--- src/rtl/dp_seq_pkg.sv ---
// dp_seq_pkg: shared definitions for the datapath instruction sequencer.
//   - instruction class codes and field bit positions
//   - FSM state enum
//   - decoded-control struct produced by dp_seq_decode
package dp_seq_pkg;

    localparam logic [1:0] CLS_ALU   = 2'b00;
    localparam logic [1:0] CLS_LOADI = 2'b01;
    localparam logic [1:0] CLS_SETZ  = 2'b10;
    localparam logic [1:0] CLS_HALT  = 2'b11;

    // Field LSB positions within a 32-bit instruction word
    localparam int unsigned CLS_LSB   = 30;
    localparam int unsigned OP_LSB    = 27;
    localparam int unsigned FORM_BIT  = 26;
    localparam int unsigned VEC_LSB   = 24;
    localparam int unsigned A_LSB     = 20;
    localparam int unsigned B_LSB     = 16;
    localparam int unsigned C_LSB     = 12;
    localparam int unsigned D_LSB     = 8;
    localparam int unsigned Y1_LSB    = 4;
    localparam int unsigned Y2_LSB    = 0;
    localparam int unsigned TGT_LSB   = 26;
    localparam int unsigned ZMASK_LSB = 0;

    typedef enum logic [2:0] {
        StIdle,
        StFetch,
        StFetchImm,
        StIssue,
        StHalted
    } state_e;

    typedef struct packed {
        logic [1:0] cls;
        logic [2:0] op;
        logic       form;
        logic [1:0] vec;
        logic [3:0] a;
        logic [3:0] b;
        logic [3:0] c;
        logic [3:0] d;
        logic [3:0] y1;
        logic [3:0] y2;
        logic [1:0] write;
        logic [3:0] target;
        logic [3:0] zmask;
    } ctrl_t;

endpackage

--- src/rtl/dp_seq_decode.sv ---
// dp_seq_decode: combinational instruction decoder.
//   instr in 32 : instruction word
//   ctrl  out   : decoded controls; ALU fields are zero for non-ALU classes,
//                 target/zmask are always extracted for LOADI/SETZ use.
module dp_seq_decode
    import dp_seq_pkg::*;
(
    input  logic [31:0] instr,
    output ctrl_t       ctrl
);

    always_comb begin
        ctrl        = '0;
        ctrl.cls    = instr[CLS_LSB +: 2];
        ctrl.target = instr[TGT_LSB +: 4];
        ctrl.zmask  = instr[ZMASK_LSB +: 4];
        if (ctrl.cls == CLS_ALU) begin
            ctrl.op    = instr[OP_LSB +: 3];
            ctrl.form  = instr[FORM_BIT];
            ctrl.vec   = instr[VEC_LSB +: 2];
            ctrl.a     = instr[A_LSB +: 4];
            ctrl.b     = instr[B_LSB +: 4];
            ctrl.c     = instr[C_LSB +: 4];
            ctrl.d     = instr[D_LSB +: 4];
            ctrl.y1    = instr[Y1_LSB +: 4];
            ctrl.y2    = instr[Y2_LSB +: 4];
            // Register 0 as a destination means "no write"
            ctrl.write = {ctrl.y2 != 4'd0, ctrl.y1 != 4'd0};
        end
    end

endmodule

--- src/rtl/dp_sequencer.sv ---
// dp_sequencer: fetches instructions over a req/valid handshake and issues one
// cycle of registered datapath controls per instruction.
//   clk, rst_n         : clock, async active-low reset
//   start              : begin execution at RESET_PC (from IDLE/HALTED only)
//   imem_req/addr      : fetch request and address (addr = pc)
//   imem_valid/data    : fetch response
//   op..Y2, write,
//   const_a, constant,
//   zero_reg           : registered datapath controls
//   busy, halted       : status
module dp_sequencer
    import dp_seq_pkg::*;
#(
    parameter int unsigned        ADDR_W     = 8,
    parameter logic [ADDR_W-1:0]  RESET_PC   = '0,
    parameter logic [3:0]         ZERO_RESET = 4'b1110
) (
    input  logic              clk,
    input  logic              rst_n,
    input  logic              start,
    output logic              imem_req,
    output logic [ADDR_W-1:0] imem_addr,
    input  logic              imem_valid,
    input  logic [31:0]       imem_data,
    output logic [2:0]        op,
    output logic              form,
    output logic [1:0]        vec,
    output logic [3:0]        A,
    output logic [3:0]        B,
    output logic [3:0]        C,
    output logic [3:0]        D,
    output logic [3:0]        Y1,
    output logic [3:0]        Y2,
    output logic [1:0]        write,
    output logic              const_a,
    output logic [31:0]       constant,
    output logic [3:0]        zero_reg,
    output logic              busy,
    output logic              halted
);

    state_e            state_q, state_d;
    logic [ADDR_W-1:0] pc_q, pc_d;
    logic [31:0]       ir_q;
    logic [31:0]       dec_word;
    ctrl_t             dec;
    logic              fetch_acc, imm_acc;

    logic [2:0]  op_q;
    logic        form_q;
    logic [1:0]  vec_q;
    logic [3:0]  a_q, b_q, c_q, d_q, y1_q, y2_q;
    logic [1:0]  write_q;
    logic        const_a_q;
    logic [31:0] constant_q;
    logic [3:0]  zero_q;

    // In FETCH decode the incoming word; in FETCH_IMM the held LOADI word
    assign dec_word  = (state_q == StFetch) ? imem_data : ir_q;
    assign fetch_acc = (state_q == StFetch) && imem_valid;
    assign imm_acc   = (state_q == StFetchImm) && imem_valid;

    dp_seq_decode u_decode (
        .instr (dec_word),
        .ctrl  (dec)
    );

    // State register
    always_ff @(posedge clk or negedge rst_n) begin
        if (!rst_n) begin
            state_q <= StIdle;
            pc_q    <= RESET_PC;
            ir_q    <= '0;
        end else begin
            state_q <= state_d;
            pc_q    <= pc_d;
            if (fetch_acc) ir_q <= imem_data;
        end
    end

    // Next state
    always_comb begin
        state_d = state_q;
        pc_d    = pc_q;
        unique case (state_q)
            StIdle, StHalted: begin
                if (start) begin
                    state_d = StFetch;
                    pc_d    = RESET_PC;
                end
            end
            StFetch: begin
                if (imem_valid) begin
                    pc_d = pc_q + ADDR_W'(1);
                    if (dec.cls == CLS_LOADI)     state_d = StFetchImm;
                    else if (dec.cls == CLS_HALT) state_d = StHalted;
                    else                          state_d = StIssue;
                end
            end
            StFetchImm: begin
                if (imem_valid) begin
                    pc_d    = pc_q + ADDR_W'(1);
                    state_d = StIssue;
                end
            end
            StIssue: state_d = StFetch;
            default: state_d = StIdle;
        endcase
    end

    // Status outputs
    always_comb begin
        imem_req  = (state_q == StFetch) || (state_q == StFetchImm);
        imem_addr = pc_q;
        busy      = (state_q != StIdle) && (state_q != StHalted);
        halted    = (state_q == StHalted);
    end

    // Datapath output registers, loaded on the edge entering ISSUE
    always_ff @(posedge clk or negedge rst_n) begin
        if (!rst_n) begin
            op_q       <= '0;
            form_q     <= 1'b0;
            vec_q      <= '0;
            a_q        <= '0;
            b_q        <= '0;
            c_q        <= '0;
            d_q        <= '0;
            y1_q       <= '0;
            y2_q       <= '0;
            write_q    <= '0;
            const_a_q  <= 1'b0;
            constant_q <= '0;
            zero_q     <= ZERO_RESET;
        end else begin
            // Write strobes last exactly one cycle
            write_q   <= 2'b00;
            const_a_q <= 1'b0;
            if (fetch_acc && dec.cls == CLS_ALU) begin
                op_q    <= dec.op;
                form_q  <= dec.form;
                vec_q   <= dec.vec;
                a_q     <= dec.a;
                b_q     <= dec.b;
                c_q     <= dec.c;
                d_q     <= dec.d;
                y1_q    <= dec.y1;
                y2_q    <= dec.y2;
                write_q <= dec.write;
            end else if (fetch_acc && dec.cls == CLS_SETZ) begin
                zero_q <= dec.zmask;
            end else if (imm_acc) begin
                op_q       <= '0;
                form_q     <= 1'b0;
                vec_q      <= '0;
                a_q        <= '0;
                b_q        <= '0;
                c_q        <= '0;
                d_q        <= '0;
                y1_q       <= dec.target;
                y2_q       <= '0;
                write_q    <= 2'b01;
                const_a_q  <= 1'b1;
                constant_q <= imem_data;
            end
        end
    end

    assign op       = op_q;
    assign form     = form_q;
    assign vec      = vec_q;
    assign A        = a_q;
    assign B        = b_q;
    assign C        = c_q;
    assign D        = d_q;
    assign Y1       = y1_q;
    assign Y2       = y2_q;
    assign write    = write_q;
    assign const_a  = const_a_q;
    assign constant = constant_q;
    assign zero_reg = zero_q;

endmodule

--- config.mk ---
export PLATFORM = sky130hd
export DESIGN_NAME = dp_sequencer
export DESIGN_NICKNAME = d
export VERILOG_FILES = /design/src/rtl/dp_seq_pkg.sv /design/src/rtl/dp_seq_decode.sv /design/src/rtl/dp_sequencer.sv
export SDC_FILE = /design/constraint.sdc
export NUM_CORES = 1
export LEC_CHECK = 0
export BUFFER_PORTS_ARGS = -buffer_cell sky130_fd_sc_hd__buf_4
export CAP_MARGIN = 5
export CORE_MARGIN = 10
export CORE_UTILIZATION = 48
export DETAILED_ROUTE_END_ITERATION = 8
export PLACE_DENSITY = 0.84
export SLEW_MARGIN = 10
export SYNTH_ARGS = -nofsm -noshare
export SYNTH_HDL_FRONTEND = slang
export SYNTH_SLANG_ARGS = --single-unit
--- constraint.sdc ---
create_clock -name clk -period 1.71 [get_ports clk]
set_input_delay 0.2565 -clock clk [delete_from_list [all_inputs] [get_ports clk]]
set_output_delay 0.2565 -clock clk [all_outputs]
set_load 0.05 [all_outputs]
==> flow_metrics.tcl <==
set metrics [dict create \
    status "complete, but fails checks" \
    violations "negative setup slack" \
    slew_violations 0 \
    yosysSeqAreaShare_pct 56.4 \
    finClkSkew_ns 0.0106 \
    critPathMaxFanout 6 \
    cts_tree "done" \
    cts_inserted_buffers 9 \
    holdCritStartpoint "imem_data[9]" \
    multi_input_area_mm2 0.00206 \
    synth.largest_area_cell "dfrtp_1" \
    post_layout_nonfiller_instances 752 \
    crit_type "reg -> reg" \
    synth_top_family_by_area "simple AND/OR/NAND/NOR gates" \
    vias 3939 \
    clkSlewWorstSetupHoldPaths_ns 0.10 \
    largest_reg_flops 32 \
    worstSkewPairLatency_ns 0.37 \
    critPathRequiredTime_ns 1.98 \
    synth_top_area_share_pct 54.8 \
    grt_max_degree 111 \
    critPathLaunchType "register" \
    grt_util_all_layers_pct 17.6 \
    grt_pass1_vias 4045 \
    finalHoldViolCount 0 \
    fin_hold_ws_ns 0.0877 \
    netlist_top_cells_area "dfrtp_1, nand2_1, mux2i_1, mux2_2, dfstp_2" \
    drive_gt1_share_pct 31.8 \
    synthMuxAreaShare_pct 12.6 \
    rows 36 \
    wire_per_inst_um 17.6 \
    dp.cells 728 \
    via_per_inst 5.24 \
    avgSynthCellArea_um2 9.97 \
    seqCellArea_mm2 0.00276 \
    grt_first_pass_wirelength_um 20900 \
    fin_ws_ns -0.000528 \
    r2r_cells 5 \
    dr.pass1.iters 4 \
    finalSetupTns_ns -0.000528 \
    min_period_ns 1.71 \
    fillers 755 \
    die_x_um 121 \
    hp-class "in -> reg" \
    ys_types 50 \
    ys_async_sr_fraction_pct 100 \
    nNetsFinal 651 \
    cts_max_path_buffers 2 \
    synthAdderAreaFrac_pct 0.256 \
    worst_pin_slew_ns 0.587 \
    synth-compound-area-share_pct 5.17 \
    syn-instance-count 490 \
    cts.sinks 110 \
    hpwlAfterDp_um 9280 \
    rsz0062_at_grt "true" \
    cts-root-buf "clkbuf_8" \
    area_growth_syn_to_layout_pct 32.2 \
    endpoint_kind "register" \
    fin_crit_sh_pct 100 \
    arrival_ns 1.98 \
    synth_nets 527 \
    ir_drop_v 0.00141 \
    synthTopCellsByCount "nand2_1, dfrtp_1, mux2i_1" \
    synthXorXnorAreaFrac_pct 0.179 \
    antenna_left 0 \
    drc 0 \
    die-area_mm2 0.0146 \
    synthFlopType "dfrtp_1" \
    yosys.cell_count.top_type "nand2_1" \
    hold_depth 3 \
    start_util_pct 49.5 \
    cap_violations 0 \
    max_freq_ghz 0.585 \
    synth_edf_count 0 \
    grt_overflow_total 0 \
    ys.warnings.count 0 \
    finalPower_uw 14000 \
    coreArea_mm2 0.00986 \
    slew_headroom_pct 60.9 \
    diodes 0 \
    leakage_uw 0.00332 \
    synthSimpleGateAreaFrac_pct 21.4 \
    finalSetupViolCount 1 \
    finalWeightedCongestion 0.854 \
    r2r_slack_ns -0.0005 \
    drt-total-wl_um 13200 \
    synth_seq_cells 110 \
    rr_startpoint "state_q[2]" \
    io_buffer_count 115 \
    drtIter0Drc 316 \
    antenna_found_initial 0 \
    p_per_area_mw_per_mm2 2170 \
    die_h_um 121 \
    netlist_area_mm2 0.00489 \
    r2r-end "Y2[1]" \
    io_pins 116 \
    min_to "ir_q[9]" \
    h-tree-depth 3 \
]
metal layers:
metal	share of wire (%)	wire length (um)	global-route usage, %	vias up
li1	-	-	-	1859
met5	0	0	0	-
met2	48	6370	28.4	119
met1	43	5720	22.0	1953
met4	0.76	101	3.92	0
met3	7.8	1030	6.51	8
kinds of logic after synthesis:
group	after synthesis
and+or+nand+nor	245
AOI/OAI and AO/OA	33
buffers and inverters	41
adders and majority gates	1
xor gates and xnor gates	1
muxes	59
DFF	110
area by class of cell:
type,count,share of cell area (%)
Sequential cell,110,42.7
Multi-Input combinational cell,339,31.8
Timing Repair Buffer,146,18.9
Tap cell,133,2.58
Clock buffer,10,2.13
Clock inverter,6,1.41
Inverter,8,0.465
power breakdown:
group / internal [uW] / total, uW / switching, uW
sequential: 3770 / 4520 / 751
combinational: 2650 / 7720 / 5070
clock: 876 / 1780 / 900
total: 7290 / 14000 / 6720
critical path: stages, from the launching register on:
cell	delay [ns]
dfrtp_1	0.44
buf_4	0.19
nor3b_4	0.19
buf_6	0.16
mux2_2	0.36
mux2_4	0.27
placed cells by master, fill, tap and decap left out, types with 3 or more instances in the layout:
master	synthesis	layout
nand2_1	208	208
buf_4	3	128
dfrtp_1	107	104
mux2i_1	48	47
clkbuf_8	0	10
buf_6	3	10
inv_1	7	7
o21ai_0	6	6
mux2_4	3	6
mux2_2	8	5
a211oi_1	5	4
buf_12	0	4
nor4_1	3	3
nand2b_1	3	3
a21oi_1	3	3
nand3_1	3	3
o221a_2	3	3
a211o_1	3	3
and2_1	3	3
dfrtp_2	0	3
dfstp_2	3	3
metrics by stage:
stage | area, um2 | setup slack [ns] | utilization, %
2_1_floorplan | 4890 | 0.00125 | -
3_3_place_gp | 6000 | 0.0573 | 60.9
3_5_place_dp | 6000 | -0.0558 | 60.9
4_1_cts | 6300 | -0.0438 | 63.9
5_1_grt | 6460 | -0.0566 | 65.5
6_report | 6460 | -0.000528 | 65.5
timing repair:
action,CTS,global route
hold buffers,1,0
endpoints found under the hold margin,107,0
setup buffers,2,4
pin swaps,2,4
resized for setup,12,22
cloned,0,1
endpoints found under the setup margin,16,40
worst max path at each step:
stage	cells after the start	endpoint	startpoint
global route	4	halted	state_q[1]
detailed placement	5	C[3]	state_q[2]
finish	5	Y2[1]	state_q[2]
global placement	5	vec[1]	state_q[2]
CTS	5	C[3]	state_q[2]
floorplan	3	halted	state_q[1]
Power figures use the tool's default switching activity.
